`src/rtl/buffer_sched_pkg.sv`:
```
// Shared types and helpers for the packet-buffer read scheduler.
// State encoding, default sizes and the rotate helper used by rr_pick.
package buffer_sched_pkg;

  localparam int NUM_FLOWS_DEF = 8;
  localparam int CNT_W_DEF     = 6;

  typedef enum logic [1:0] {
    ST_IDLE  = 2'd0,
    ST_GRANT = 2'd1,
    ST_BUSY  = 2'd2
  } sched_state_e;

  // Rotate the low n bits of v right by sh (n is a power of two, <= 64).
  // Bit i of the result is request (i + sh) mod n.
  function automatic logic [63:0] rot_right(
    input logic [63:0] v,
    input int unsigned sh,
    input int unsigned n
  );
    logic [63:0] r;
    logic [5:0]  j;
    r = '0;
    for (int unsigned i = 0; i < 64; i++) begin
      j = 6'((i + sh) & (n - 1));
      if (i < n) r[i] = v[j];
    end
    return r;
  endfunction

endpackage

```
`src/rtl/flow_rr_scheduler_rr_pick.sv`:
```
// Combinational round-robin selector.
// Returns the first set request at or above ptr, wrapping modulo N.
module rr_pick
  import buffer_sched_pkg::*;
#(
  parameter int N = 8,
  parameter int W = $clog2(N)
) (
  input  logic [N-1:0] req,
  input  logic [W-1:0] ptr,
  output logic         found,
  output logic [W-1:0] idx
);

  logic [63:0]  req_ext;
  logic [63:0]  rot;
  logic [W-1:0] off;

  // Rotate so ptr lands on bit 0, then take the lowest set bit.
  always_comb begin
    req_ext        = '0;
    req_ext[N-1:0] = req;
    rot            = rot_right(req_ext, 32'(ptr), N);
    found          = |rot[N-1:0];
    off            = '0;
    for (int i = N - 1; i >= 0; i--) begin
      if (rot[i]) off = W'(i);
    end
    idx = ptr + off;
  end

endmodule

```
`src/rtl/flow_rr_scheduler.sv`:
```
// Read-side packet scheduler: per-flow pending counters and a
// round-robin grant FSM that holds one grant until the packet ends.
module flow_rr_scheduler
  import buffer_sched_pkg::*;
#(
  parameter int NUM_FLOWS = NUM_FLOWS_DEF,
  parameter int CNT_W     = CNT_W_DEF,
  parameter int FLOW_W    = $clog2(NUM_FLOWS)
) (
  input  logic                 clk,
  input  logic                 rstn,
  input  logic                 enq_valid,
  input  logic [FLOW_W-1:0]    enq_flow,
  input  logic [NUM_FLOWS-1:0] flow_en,
  output logic                 sel_valid,
  output logic [FLOW_W-1:0]    sel_flow,
  input  logic                 sel_ready,
  input  logic                 rd_done,
  output logic                 pend_any,
  output logic                 err_ovf,
  output logic                 err_proto
);

  localparam logic [CNT_W-1:0] CNT_MAX = '1;

  sched_state_e        state_q, state_d;
  logic [FLOW_W-1:0]   ptr_q, ptr_d;
  logic [FLOW_W-1:0]   sel_flow_q, sel_flow_d;
  logic                sel_valid_q, sel_valid_d;
  logic                err_ovf_q, err_ovf_d;
  logic                err_proto_q, err_proto_d;
  logic [CNT_W-1:0]    cnt_q [NUM_FLOWS];
  logic [CNT_W-1:0]    cnt_d [NUM_FLOWS];
  logic [NUM_FLOWS-1:0] elig, inc_v, dec_v;
  logic                hs, pick_found, pend;
  logic [FLOW_W-1:0]   pick_idx;

  assign hs = sel_valid_q & sel_ready;

  // Eligibility and pending summary from the registered counters.
  always_comb begin
    pend = 1'b0;
    for (int f = 0; f < NUM_FLOWS; f++) begin
      elig[f] = (cnt_q[f] != '0) & flow_en[f];
      pend    = pend | (cnt_q[f] != '0);
    end
  end

  rr_pick #(
    .N (NUM_FLOWS),
    .W (FLOW_W)
  ) u_pick (
    .req   (elig),
    .ptr   (ptr_q),
    .found (pick_found),
    .idx   (pick_idx)
  );

  // Counter updates; same-flow enqueue and handshake cancel out.
  always_comb begin
    inc_v = '0;
    dec_v = '0;
    if (enq_valid) inc_v[enq_flow] = 1'b1;
    if (hs) dec_v[sel_flow_q] = 1'b1;
    err_ovf_d = err_ovf_q |
      (enq_valid & (cnt_q[enq_flow] == CNT_MAX));
    for (int f = 0; f < NUM_FLOWS; f++) begin
      cnt_d[f] = cnt_q[f];
      if (inc_v[f] & ~dec_v[f] & (cnt_q[f] != CNT_MAX))
        cnt_d[f] = cnt_q[f] + CNT_W'(1);
      else if (dec_v[f] & ~inc_v[f])
        cnt_d[f] = cnt_q[f] - CNT_W'(1);
    end
  end

  // Grant FSM: pick in IDLE, hold offer in GRANT, wait end in BUSY.
  always_comb begin
    state_d     = state_q;
    ptr_d       = ptr_q;
    sel_flow_d  = sel_flow_q;
    sel_valid_d = sel_valid_q;
    err_proto_d = err_proto_q |
      (rd_done & (state_q != ST_BUSY));
    unique case (state_q)
      ST_IDLE: begin
        if (pick_found) begin
          state_d     = ST_GRANT;
          sel_flow_d  = pick_idx;
          sel_valid_d = 1'b1;
        end
      end
      ST_GRANT: begin
        if (hs) begin
          state_d     = ST_BUSY;
          sel_valid_d = 1'b0;
          ptr_d       = sel_flow_q + FLOW_W'(1);
        end
      end
      ST_BUSY: begin
        if (rd_done) state_d = ST_IDLE;
      end
      default: begin
        state_d     = ST_IDLE;
        sel_valid_d = 1'b0;
      end
    endcase
  end

  // State registers with asynchronous reset.
  always_ff @(posedge clk or negedge rstn) begin
    if (!rstn) begin
      state_q     <= ST_IDLE;
      ptr_q       <= '0;
      sel_flow_q  <= '0;
      sel_valid_q <= 1'b0;
      err_ovf_q   <= 1'b0;
      err_proto_q <= 1'b0;
      for (int f = 0; f < NUM_FLOWS; f++) cnt_q[f] <= '0;
    end else begin
      state_q     <= state_d;
      ptr_q       <= ptr_d;
      sel_flow_q  <= sel_flow_d;
      sel_valid_q <= sel_valid_d;
      err_ovf_q   <= err_ovf_d;
      err_proto_q <= err_proto_d;
      for (int f = 0; f < NUM_FLOWS; f++) cnt_q[f] <= cnt_d[f];
    end
  end

  assign sel_valid = sel_valid_q;
  assign sel_flow  = sel_flow_q;
  assign pend_any  = pend;
  assign err_ovf   = err_ovf_q;
  assign err_proto = err_proto_q;

endmodule
```
`config.mk`:
```
export PLATFORM = sky130hd
export DESIGN_NAME = flow_rr_scheduler
export DESIGN_NICKNAME = d
export VERILOG_FILES = /design/src/rtl/buffer_sched_pkg.sv /design/src/rtl/flow_rr_scheduler_rr_pick.sv /design/src/rtl/flow_rr_scheduler.sv
export SDC_FILE = /design/constraint.sdc
export NUM_CORES = 1
export LEC_CHECK = 0
export ABC_AREA = 1
export CORE_MARGIN = 2
export CORE_UTILIZATION = 57
export CTS_CLUSTER_DIAMETER = 150
export DETAILED_ROUTE_END_ITERATION = 16
export GPL_TIMING_DRIVEN = 1
export PLACE_DENSITY = 0.77
export REMOVE_ABC_BUFFERS = 1
export SYNTH_ARGS = -nofsm -noshare
export SYNTH_HDL_FRONTEND = slang
export SYNTH_HIERARCHICAL = 1
export SYNTH_SLANG_ARGS = --single-unit
```
`constraint.sdc`:
```
create_clock -name clk -period 5.6 [get_ports clk]
set_input_delay 0.56 -clock clk [delete_from_list [all_inputs] [get_ports clk]]
set_output_delay 0.56 -clock clk [all_outputs]
set_load 0.005 [all_outputs]
```
==> flow_metrics.tcl <==
set metrics [dict create \
    period_needed_ns 3.45 \
    wl_per_cell_um 13.2 \
    area_growth_pct 8.72 \
    vias_per_cell 5.34 \
    end_kind "flop" \
    reg2reg_slack_ns 2.15 \
    grtUsageTotal_pct 25.9 \
    n_antenna_cell 0 \
    grt_max_degree 60 \
    nNetsFinal 891 \
    htreeDepth 3 \
    gp_congestion 0.924 \
    fin_crit_sh_pct 61.6 \
    via_count 5042 \
    synthCells 807 \
    ios 23 \
    drv_slew 0 \
    clk_pin_slew_ns 0.07 \
    ys_seq_area_share_pct 27.4 \
    syn_area_um2 5380 \
    worstSetupPathType "flop to flop" \
    dp_cells 929 \
    grt-ovfl-total 0 \
    stdcell_count 945 \
    clk_latency_ns 0.34 \
    synth_warnings 6 \
    drv_cap 0 \
    tightest_slew_ns 0.778 \
    crit_required_ns 5.82 \
    rows 35 \
    die-area_um2 10200 \
    start_kind "flop" \
    placed_cell_area_um2 5650 \
    ant_nets 0 \
    vdd_drop_max_v 0.000240 \
    wl_um 12400 \
    dr.pass1.iters 5 \
    drive_gt1_share_pct 6.24 \
    final_area_um2 5850 \
    core_um2 9200 \
    slew_headroom_pct 47.8 \
    finalSetupViolCount 0 \
    max_freq_mhz 290 \
    drcViolationCount 0 \
    synth_area_leader_cell "dfrtp_1" \
    hold_class "input port to asynchronous set/reset pin" \
    status "finished clean" \
    yosysUniqueCellTypes 37 \
    worstPathMaxFanout 4 \
    finalHoldViolations 0 \
    die_w_um 101 \
    clock_sinks 59 \
    p_per_area_nw_per_um2 557 \
    yosysTopAreaCellShare_pct 27.4 \
    clock-root-buffer "clkbuf_8" \
    cts_max_path_buffers 2 \
    p_leak_nw 3.05 \
    synth_area_per_cell_um2 6.67 \
    grt_pass1_vias 4763 \
    antenna_found_initial 0 \
    postCtsSetupRepairBufs 0 \
    cts_resized 0 \
    layout_common_cells "nand2_1, inv_1, nand3_1, dfrtp_1, nor2_1" \
    initial_core_util_pct 58.5 \
    cts_buffers 9 \
    cts_tree "yes" \
    skew_ns 0.00804 \
    drt-initial-drc-count 236 \
    grt_pass1_wl_um 21300 \
    port_buffers 22 \
    rsz0062_at_grt "no" \
    synth_area_leaders "dfrtp_1, nand2_1, ha_1" \
    dieHeight_um 101 \
    tns_ns 0 \
    final_common_cell "nand2_1" \
    cp.arrival_ns 3.67 \
    synth-seq-cells 59 \
    hold_buffers 0 \
    dp_hpwl_um 9740 \
]
worst max-delay path, stage by stage, from the launching register on:
cell and delay [ns]:
dfrtp_1 0.43, inv_1 0.12, nand4_1 0.09, nor3_1 0.44, inv_1 0.14, nand2_1 0.08
inv_1 0.05, nand2_1 0.08, nand3_1 0.08, nand2_1 0.13, nand2_2 0.07, nand2_1 0.07
nand2_1 0.04, nand2_1 0.05, nand2_1 0.05, nand2_1 0.05, nand2_1 0.05, a21oi_1 0.13
ha_1 0.17, inv_1 0.05, fa_1 0.37, xor2_1 0.16, nand3b_1 0.17, nand2_1 0.07
inv_1 0.04, nor2_1 0.09, a21oi_1 0.05
cells by family after synthesis:
| group | after synthesis | synth area share, % |
|---|---|---|
| AND/OR/NAND/NOR | 450 | 36.0 |
| flip-flops | 59 | 27.4 |
| buffers and inverters | 137 | 10.6 |
| XOR/XNOR | 36 | 6.28 |
| AO/OA/AOI/OAI | 79 | 7.79 |
| adder cells (fa/ha/maj) | 46 | 11.9 |
path summary, 6_finish.rpt:
kind / startpoint / end / cells after the start
worst max-delay path: cnt_q[14] / sel_flow[2] / 26
worst min-delay path: rstn / cnt_q[16] / 2
worst max register to register: cnt_q[14] / sel_flow[2] / 26
worst min register to register: err_proto / err_proto / 1
max in group asynchronous: rstn / cnt_q[44] / 2
min in group clk: err_proto / err_proto / 1
flip-flops by register name, indices dropped and copies added (netlist names):
signal,flops
cnt_q,48
state_q,2
err_ovf,1
ptr_q,3
sel_flow,3
sel_valid,1
err_proto,1
through the flow:
| stage | utilization, % | hold slack [ns] | power (mW) | worst slack [ns] |
|---|---|---|---|---|
| floorplan | - | 0.264 | 2.37 | 2.75 |
| global placement | 61.4 | 0.439 | 2.75 | 2.01 |
| detailed placement | 61.4 | 0.448 | 2.83 | 1.97 |
| CTS | 63.6 | 0.399 | 3.25 | 2.15 |
| global route | 63.6 | 0.430 | 3.62 | 1.79 |
| finish | 63.6 | 0.385 | 3.26 | 2.15 |
synthesized netlist by cell type (all sizes together):
cell type and instances:
ha 37, nand3b 6, nor3 6, o21bai 1, nor2 54, xor2 25
nand2 294, a31oi 2, a21oi 28, o21a 1, buf 8, nand3 67
and2 1, dfrtp 59, nor4 4, xnor2 11, o21ai 45, inv 125
clkbuf 4, or2 7, a21o 2, fa 9, nand4 11
power by group:
| group | total, mW | switching [mW] | internal, mW |
|---|---|---|---|
| clock network | 0.395 | 0.187 | 0.208 |
| logic | 1.96 | 1.17 | 0.783 |
| registers | 0.908 | 0.277 | 0.631 |
| total | 3.26 | 1.64 | 1.62 |
area by class of cell:
cell class | count | area [um^2]
fill | 852 | 3340
tap | 111 | 139
timing repair buffer | 23 | 223
sequential | 59 | 1480
clock buffer | 9 | 124
multi-input combinational | 611 | 3340
inverter | 125 | 474
clock inverter | 7 | 77.6
layer usage:
metal | global-route usage, % | up-vias | routed length [um]
li1 | - | 2570 | -
met1 | 33.9 | 2321 | 5720
met2 | 42.8 | 129 | 5800
met3 | 6.00 | 22 | 680
met4 | 8.11 | 0 | 225
met5 | 0 | - | 0
No activity file was read; power rests on OpenSTA's default activity.
